===== src/rtl/fifo_wr_ptr_full_if.sv =====
// Write-side bundle between the FIFO write controller and its producer/memory/synchronizer.
// FIFO_WR_OVF_EN adds the sticky OVERFLOW flag to the bundle.
interface fifo_wr_ptr_full_if #(
  parameter int ADD_WIDTH = 3
);
  logic                 W_INC;
  logic [ADD_WIDTH:0]   SYNC_RD_PTR;
  logic [ADD_WIDTH-1:0] W_ADDR;
  logic                 W_EN;
  logic [ADD_WIDTH:0]   GRAY_WR_PTR;
  logic                 FULL;
  logic                 ALMOST_FULL;
  logic [ADD_WIDTH:0]   WR_LEVEL;
`ifdef FIFO_WR_OVF_EN
  logic                 OVERFLOW;

  modport master (
    output W_INC, SYNC_RD_PTR,
    input  W_ADDR, W_EN, GRAY_WR_PTR, FULL, ALMOST_FULL, WR_LEVEL, OVERFLOW
  );
  modport slave (
    input  W_INC, SYNC_RD_PTR,
    output W_ADDR, W_EN, GRAY_WR_PTR, FULL, ALMOST_FULL, WR_LEVEL, OVERFLOW
  );
`else
  modport master (
    output W_INC, SYNC_RD_PTR,
    input  W_ADDR, W_EN, GRAY_WR_PTR, FULL, ALMOST_FULL, WR_LEVEL
  );
  modport slave (
    input  W_INC, SYNC_RD_PTR,
    output W_ADDR, W_EN, GRAY_WR_PTR, FULL, ALMOST_FULL, WR_LEVEL
  );
`endif
endinterface


===== src/rtl/fifo_wr_ptr_full.sv =====
// Write-domain pointer/flag controller of the dual-clock FIFO: binary address, Gray pointer, FULL/ALMOST_FULL/level.
// Optional macro FIFO_WR_OVF_EN adds a sticky OVERFLOW output (write attempted while full).
module fifo_wr_ptr_full #(
  parameter int ADD_WIDTH = 3,
  parameter int AF_THRESH = 6
) (
  input  logic                  CLK,
  input  logic                  RST,
  fifo_wr_ptr_full_if.slave     bus
);
  localparam int PW = ADD_WIDTH + 1;
  localparam logic [PW-1:0] AF_T = PW'(AF_THRESH);
  // Gray pointer one lap ahead of the read pointer differs in exactly the top two bits.
  localparam logic [PW-1:0] TOP2 = PW'(3) << (PW - 2);

  function automatic logic [PW-1:0] bin2gray(input logic [PW-1:0] b);
    return b ^ (b >> 1);
  endfunction

  function automatic logic [PW-1:0] gray2bin(input logic [PW-1:0] g);
    logic [PW-1:0] b;
    b[PW-1] = g[PW-1];
    for (int i = PW - 2; i >= 0; i--) begin
      b[i] = b[i+1] ^ g[i];
    end
    return b;
  endfunction

  logic [PW-1:0] wbin_q,  wbin_d;
  logic [PW-1:0] gray_q,  gray_d;
  logic [PW-1:0] level_q, level_d;
  logic [PW-1:0] rbin;
  logic          full_q,  full_d;
  logic          af_q,    af_d;
  logic          wen;

  always_comb begin
    wen     = bus.W_INC & ~full_q;
    wbin_d  = wbin_q + PW'(wen);
    gray_d  = bin2gray(wbin_d);
    rbin    = gray2bin(bus.SYNC_RD_PTR);
    level_d = wbin_d - rbin;
    full_d  = (gray_d == (bus.SYNC_RD_PTR ^ TOP2));
    af_d    = (level_d >= AF_T);
  end

  always_ff @(posedge CLK) begin
    if (!RST) begin
      wbin_q  <= '0;
      gray_q  <= '0;
      level_q <= '0;
      full_q  <= 1'b0;
      af_q    <= 1'b0;
    end else begin
      wbin_q  <= wbin_d;
      gray_q  <= gray_d;
      level_q <= level_d;
      full_q  <= full_d;
      af_q    <= af_d;
    end
  end

  assign bus.W_EN        = wen;
  assign bus.W_ADDR      = wbin_q[ADD_WIDTH-1:0];
  assign bus.GRAY_WR_PTR = gray_q;
  assign bus.FULL        = full_q;
  assign bus.ALMOST_FULL = af_q;
  assign bus.WR_LEVEL    = level_q;

`ifdef FIFO_WR_OVF_EN
  logic ovf_q, ovf_d;

  always_comb begin
    ovf_d = ovf_q | (bus.W_INC & full_q);
  end

  always_ff @(posedge CLK) begin
    if (!RST) begin
      ovf_q <= 1'b0;
    end else begin
      ovf_q <= ovf_d;
    end
  end

  assign bus.OVERFLOW = ovf_q;
`endif

endmodule


===== src/flat_wrapper.sv =====
// flat-port wrapper written by rule: the top's interface ports become plain ports
module fifo_wr_ptr_full_flat 
#(
  parameter int ADD_WIDTH = 3,
  parameter int AF_THRESH = 6
)
  (CLK, RST, bus_W_INC, bus_SYNC_RD_PTR, bus_W_ADDR, bus_W_EN, bus_GRAY_WR_PTR, bus_FULL, bus_ALMOST_FULL, bus_WR_LEVEL);
  fifo_wr_ptr_full_if #(.ADD_WIDTH(ADD_WIDTH)) bus_i ();
  input  logic CLK;
  input  logic RST;
  input wire logic [$bits(bus_i.W_INC)-1:0] bus_W_INC;
  input wire logic [$bits(bus_i.SYNC_RD_PTR)-1:0] bus_SYNC_RD_PTR;
  output wire logic [$bits(bus_i.W_ADDR)-1:0] bus_W_ADDR;
  output wire logic [$bits(bus_i.W_EN)-1:0] bus_W_EN;
  output wire logic [$bits(bus_i.GRAY_WR_PTR)-1:0] bus_GRAY_WR_PTR;
  output wire logic [$bits(bus_i.FULL)-1:0] bus_FULL;
  output wire logic [$bits(bus_i.ALMOST_FULL)-1:0] bus_ALMOST_FULL;
  output wire logic [$bits(bus_i.WR_LEVEL)-1:0] bus_WR_LEVEL;
  assign bus_i.W_INC = bus_W_INC;
  assign bus_i.SYNC_RD_PTR = bus_SYNC_RD_PTR;
  assign bus_W_ADDR = bus_i.W_ADDR;
  assign bus_W_EN = bus_i.W_EN;
  assign bus_GRAY_WR_PTR = bus_i.GRAY_WR_PTR;
  assign bus_FULL = bus_i.FULL;
  assign bus_ALMOST_FULL = bus_i.ALMOST_FULL;
  assign bus_WR_LEVEL = bus_i.WR_LEVEL;
  fifo_wr_ptr_full #(.ADD_WIDTH(ADD_WIDTH), .AF_THRESH(AF_THRESH)) u_core (.CLK(CLK), .RST(RST), .bus(bus_i));
endmodule

===== config.mk =====
export PLATFORM = sky130hd
export DESIGN_NAME = fifo_wr_ptr_full_flat
export DESIGN_NICKNAME = d
export VERILOG_FILES = /design/src/rtl/fifo_wr_ptr_full_if.sv /design/src/rtl/fifo_wr_ptr_full.sv /design/src/flat_wrapper.sv
export SDC_FILE = /design/constraint.sdc
export NUM_CORES = 1
export LEC_CHECK = 0
export CORE_MARGIN = 2
export CORE_UTILIZATION = 43
export DETAILED_ROUTE_END_ITERATION = 10
export PLACE_DENSITY = 0.84
export SETUP_SLACK_MARGIN = 0.4
export SLEW_MARGIN = 20
export SYNTH_ARGS = -nofsm -noshare
export SYNTH_HDL_FRONTEND = slang
export SYNTH_SLANG_ARGS = --single-unit

===== constraint.sdc =====
create_clock -name CLK -period 3.1 [get_ports CLK]
set_clock_uncertainty 0.15 [all_clocks]
set_input_delay 0.62 -clock CLK [delete_from_list [all_inputs] [get_ports CLK]]
set_output_delay 0.62 -clock CLK [all_outputs]
set_load 0.01 [all_outputs]

==> run summary <==
Slew margin rel. - 76.4%
CTS Buf Count - 3
Sequential cell area fraction in the yosys report - 41.9%
CP top delay family - adder cells
CP max stage delay - 0.39 ns
First-pass GRT wire length - 2100 um
Worst R2R Path Depth - 9
Max-cap violations - 0
Reg-to-Reg Start - u_core.bus.FULL
Clock Sink Count - 13
Area growth syn-to-layout - 52.0%
Critical Path Stages - 10
Min-delay src - u_core.bus.GRAY_WR_PTR[3]
Number of global-route vias before repair - 496
Hold Path Cell Cnt - 2
Syn_area_per_cell - 10.3 um^2
Die width - 42.0 um
Actual slew at the worst max-slew pin - 0.351 ns
Placed Cells - 97
CTS root buf - clkbuf_4
Via Count - 477
Critical path fanouts, max - 5
Initial antenna violation count - 0
CTS tree - built
Cell Count, Final, Fillers Out - 102
Share of the synthesized area in the top cell type - 41.9%
Largest net degree at the start of global routing - 10
Core Footprint - 1320 um^2
Placed cell areas - 855 um^2
Mapped Area - 621 um^2
DR iter-0 viols - 7
GP Congestion - 0.762
Total grt overflow - 0
Yosys reg bits - 13
CTS Buffer Depth - 2
Final Power - 493 uW
Syn Nets - 73
Critical Path AT - 2.64 ns
Initial Util - 47.1%
WL final - 1230 um
Critical-path cell list - clkdlybuf4s50_1 > nor2b_2 > ha_1 > ha_4 > xor2_2 > buf_4 > ha_4 > o21ai_1 > a211o_1 > o211ai_1
Post-DRT Antenna Nets - 0
Netlist cell types - 23
Vias/cell - 4.68
Flop2flop setup slack - 0.99 ns
Cell mode on critical path - ha_4
DPL Wire Length - 940 um
Minimum clock period - 2.60 ns
Fmax - 385 MHz
Crit end category - register
DRC viols - 0
Slew Limit Fails - 0
Final instance area - 943 um^2
Core Rows - 13
CP Launch Type - input pin
Largest area contributor in the synthesized netlist - dfxtp_1
Total GRT Usage - 15.9%
Nets@finish - 101
Hold path endpoint - u_core.bus.GRAY_WR_PTR[3]
Fin Setup TNS - 0 ns
Die Height - 42.0 um
HP Class - register to register
Drt first pass iters - 2
DR WL/cell - 12.0 um
Period utilization - 83.8%
R2r endpoint - u_core.bus.ALMOST_FULL
VDD IR max - 0.360 mV
Synth warnings - 0
CP required - 3.14 ns
Post-Synthesis Cells - 60
Top Ports - 21
Clk_lat worst skew - 0.27 ns
Buffers on Ports - 20
Clock-pin slew on the worst setup and hold paths - 0.08 ns
Ant diodes - 0
Fill cell count - 96
CP max-delay cell - clkdlybuf4s50_1
Final hold vios - 0
Unrepaired setup endpoints after global routing - no
Pleak - 0.000410 uW
Status - finished clean
Crit path buf inv count - 2
Final setup viols - 0
Synth area leaders - dfxtp_1 42%, ha_1 10%, xnor2_1 8.5%
Critical path class - input pin to register
Power per cell area - 523 nW/um^2
Max H-tree Level - 1
Share of cells above drive strength 1 - 18.4%
Die Area - 1760 um^2
stage by stage:
stage / util (%) / setup WS, ns / hold slack (ns)
5_1_grt: 71.6 / 0.411 / 0.547
3_5_place_dp: 64.9 / 0.0496 / 0.476
6_report: 71.6 / 0.503 / 0.497
3_3_place_gp: 64.9 / 0.143 / 0.452
4_1_cts: 68.0 / 0.405 / 0.493
2_1_floorplan: - / 0.502 / 0.475
placed cells by master, fill, tap and decap left out, drive strengths merged:
cell type / n
xnor3: 1
clkinv: 1
a21oi: 1
dlymetal6s2s: 2
dfxtp: 13
ha: 5
clkbuf: 4
fa: 1
xor2: 5
a211o: 1
o21ai: 1
inv: 5
buf: 3
or2: 1
nor2: 6
and3: 1
or3: 1
nor2b: 2
nand2: 3
and2: 2
o211ai: 1
xnor2: 6
nand4: 1
a2111oi: 1
nand3: 1
clkdlybuf4s50: 18
area by class of cell:
class                      count  area, um^2  share of cell area, %
timing repair buffer          23         228                   24.1
multi-input combinational     41         388                   41.1
inverter                       6        22.5                   2.39
sequential                    13         260                   27.6
clock buffer                   4        26.3                   2.79
tap                           15        18.8                   1.99
cell families after synthesis:
| group | count (synthesis) | share of synthesized area, % |
|---|---|---|
| and+or+nand+nor | 18 | 15.3 |
| DFF | 13 | 41.9 |
| xor gates and xnor gates | 12 | 19.2 |
| buffers and inverters | 6 | 3.63 |
| adders and majority gates | 6 | 13.3 |
| AOI/OAI and AO/OA | 5 | 6.65 |
worst min-delay path, cell delays in order, from the launching register on:
cell and delay [ns]:
dfxtp_1 0.37, xnor2_1 0.15, nor2_1 0.10
cell usage after synthesis (all sizes together):
library cell	number
nand2	3
nand4	1
a2111oi	1
xnor3	1
nor2b	2
o21ai	1
xor2	5
o211ai	1
clkinv	1
or2	1
nand3	1
fa	1
or3	1
a21oi	1
inv	5
dfxtp	13
and3	1
ha	5
nor2	6
xnor2	6
and2	2
a211o	1
what timing repair did:
action | in CTS | in global routing
pin swaps | 0 | 2
resized for setup | 2 | 7
buffers inserted | 0 | 1
setup endpoints to repair | 1 | 3
hold buffers | 0 | 0
layer usage:
metal	vias to the layer above	global-route usage (%)	share of wire, %
li1	246	-	-
met4	0	9.68	1.1
met3	2	3.02	3.8
met1	218	19.0	43
met5	-	0	0
met2	11	26.3	52
sequential cells by signal (all words and copies together), names as in the netlist:
register                flops
u_core.bus.ALMOST_FULL      1
u_core.bus.FULL             1
u_core.bus.GRAY_WR_PTR      4
u_core.bus.WR_LEVEL         4
u_core.wbin_q               3
where the power goes:
group          total, uW  internal, uW  switching (uW)
clock network        105          49.8            55.0
registers            201           193            8.58
logic                187           104            83.0
total                493           346             147
how the worst max path moves through the flow:
stage / from / endpoint / slack [ns]
after CTS: bus_SYNC_RD_PTR[3] / u_core.bus.ALMOST_FULL / 0.41
after detailed placement: bus_SYNC_RD_PTR[3] / u_core.bus.ALMOST_FULL / 0.05
after global routing: bus_W_INC / u_core.bus.ALMOST_FULL / 0.41
after floorplan: bus_W_INC / u_core.bus.FULL / 0.50
final: bus_W_INC / u_core.bus.ALMOST_FULL / 0.50
after global placement: bus_SYNC_RD_PTR[3] / u_core.bus.ALMOST_FULL / 0.14
(Power assumes the default switching activity.)
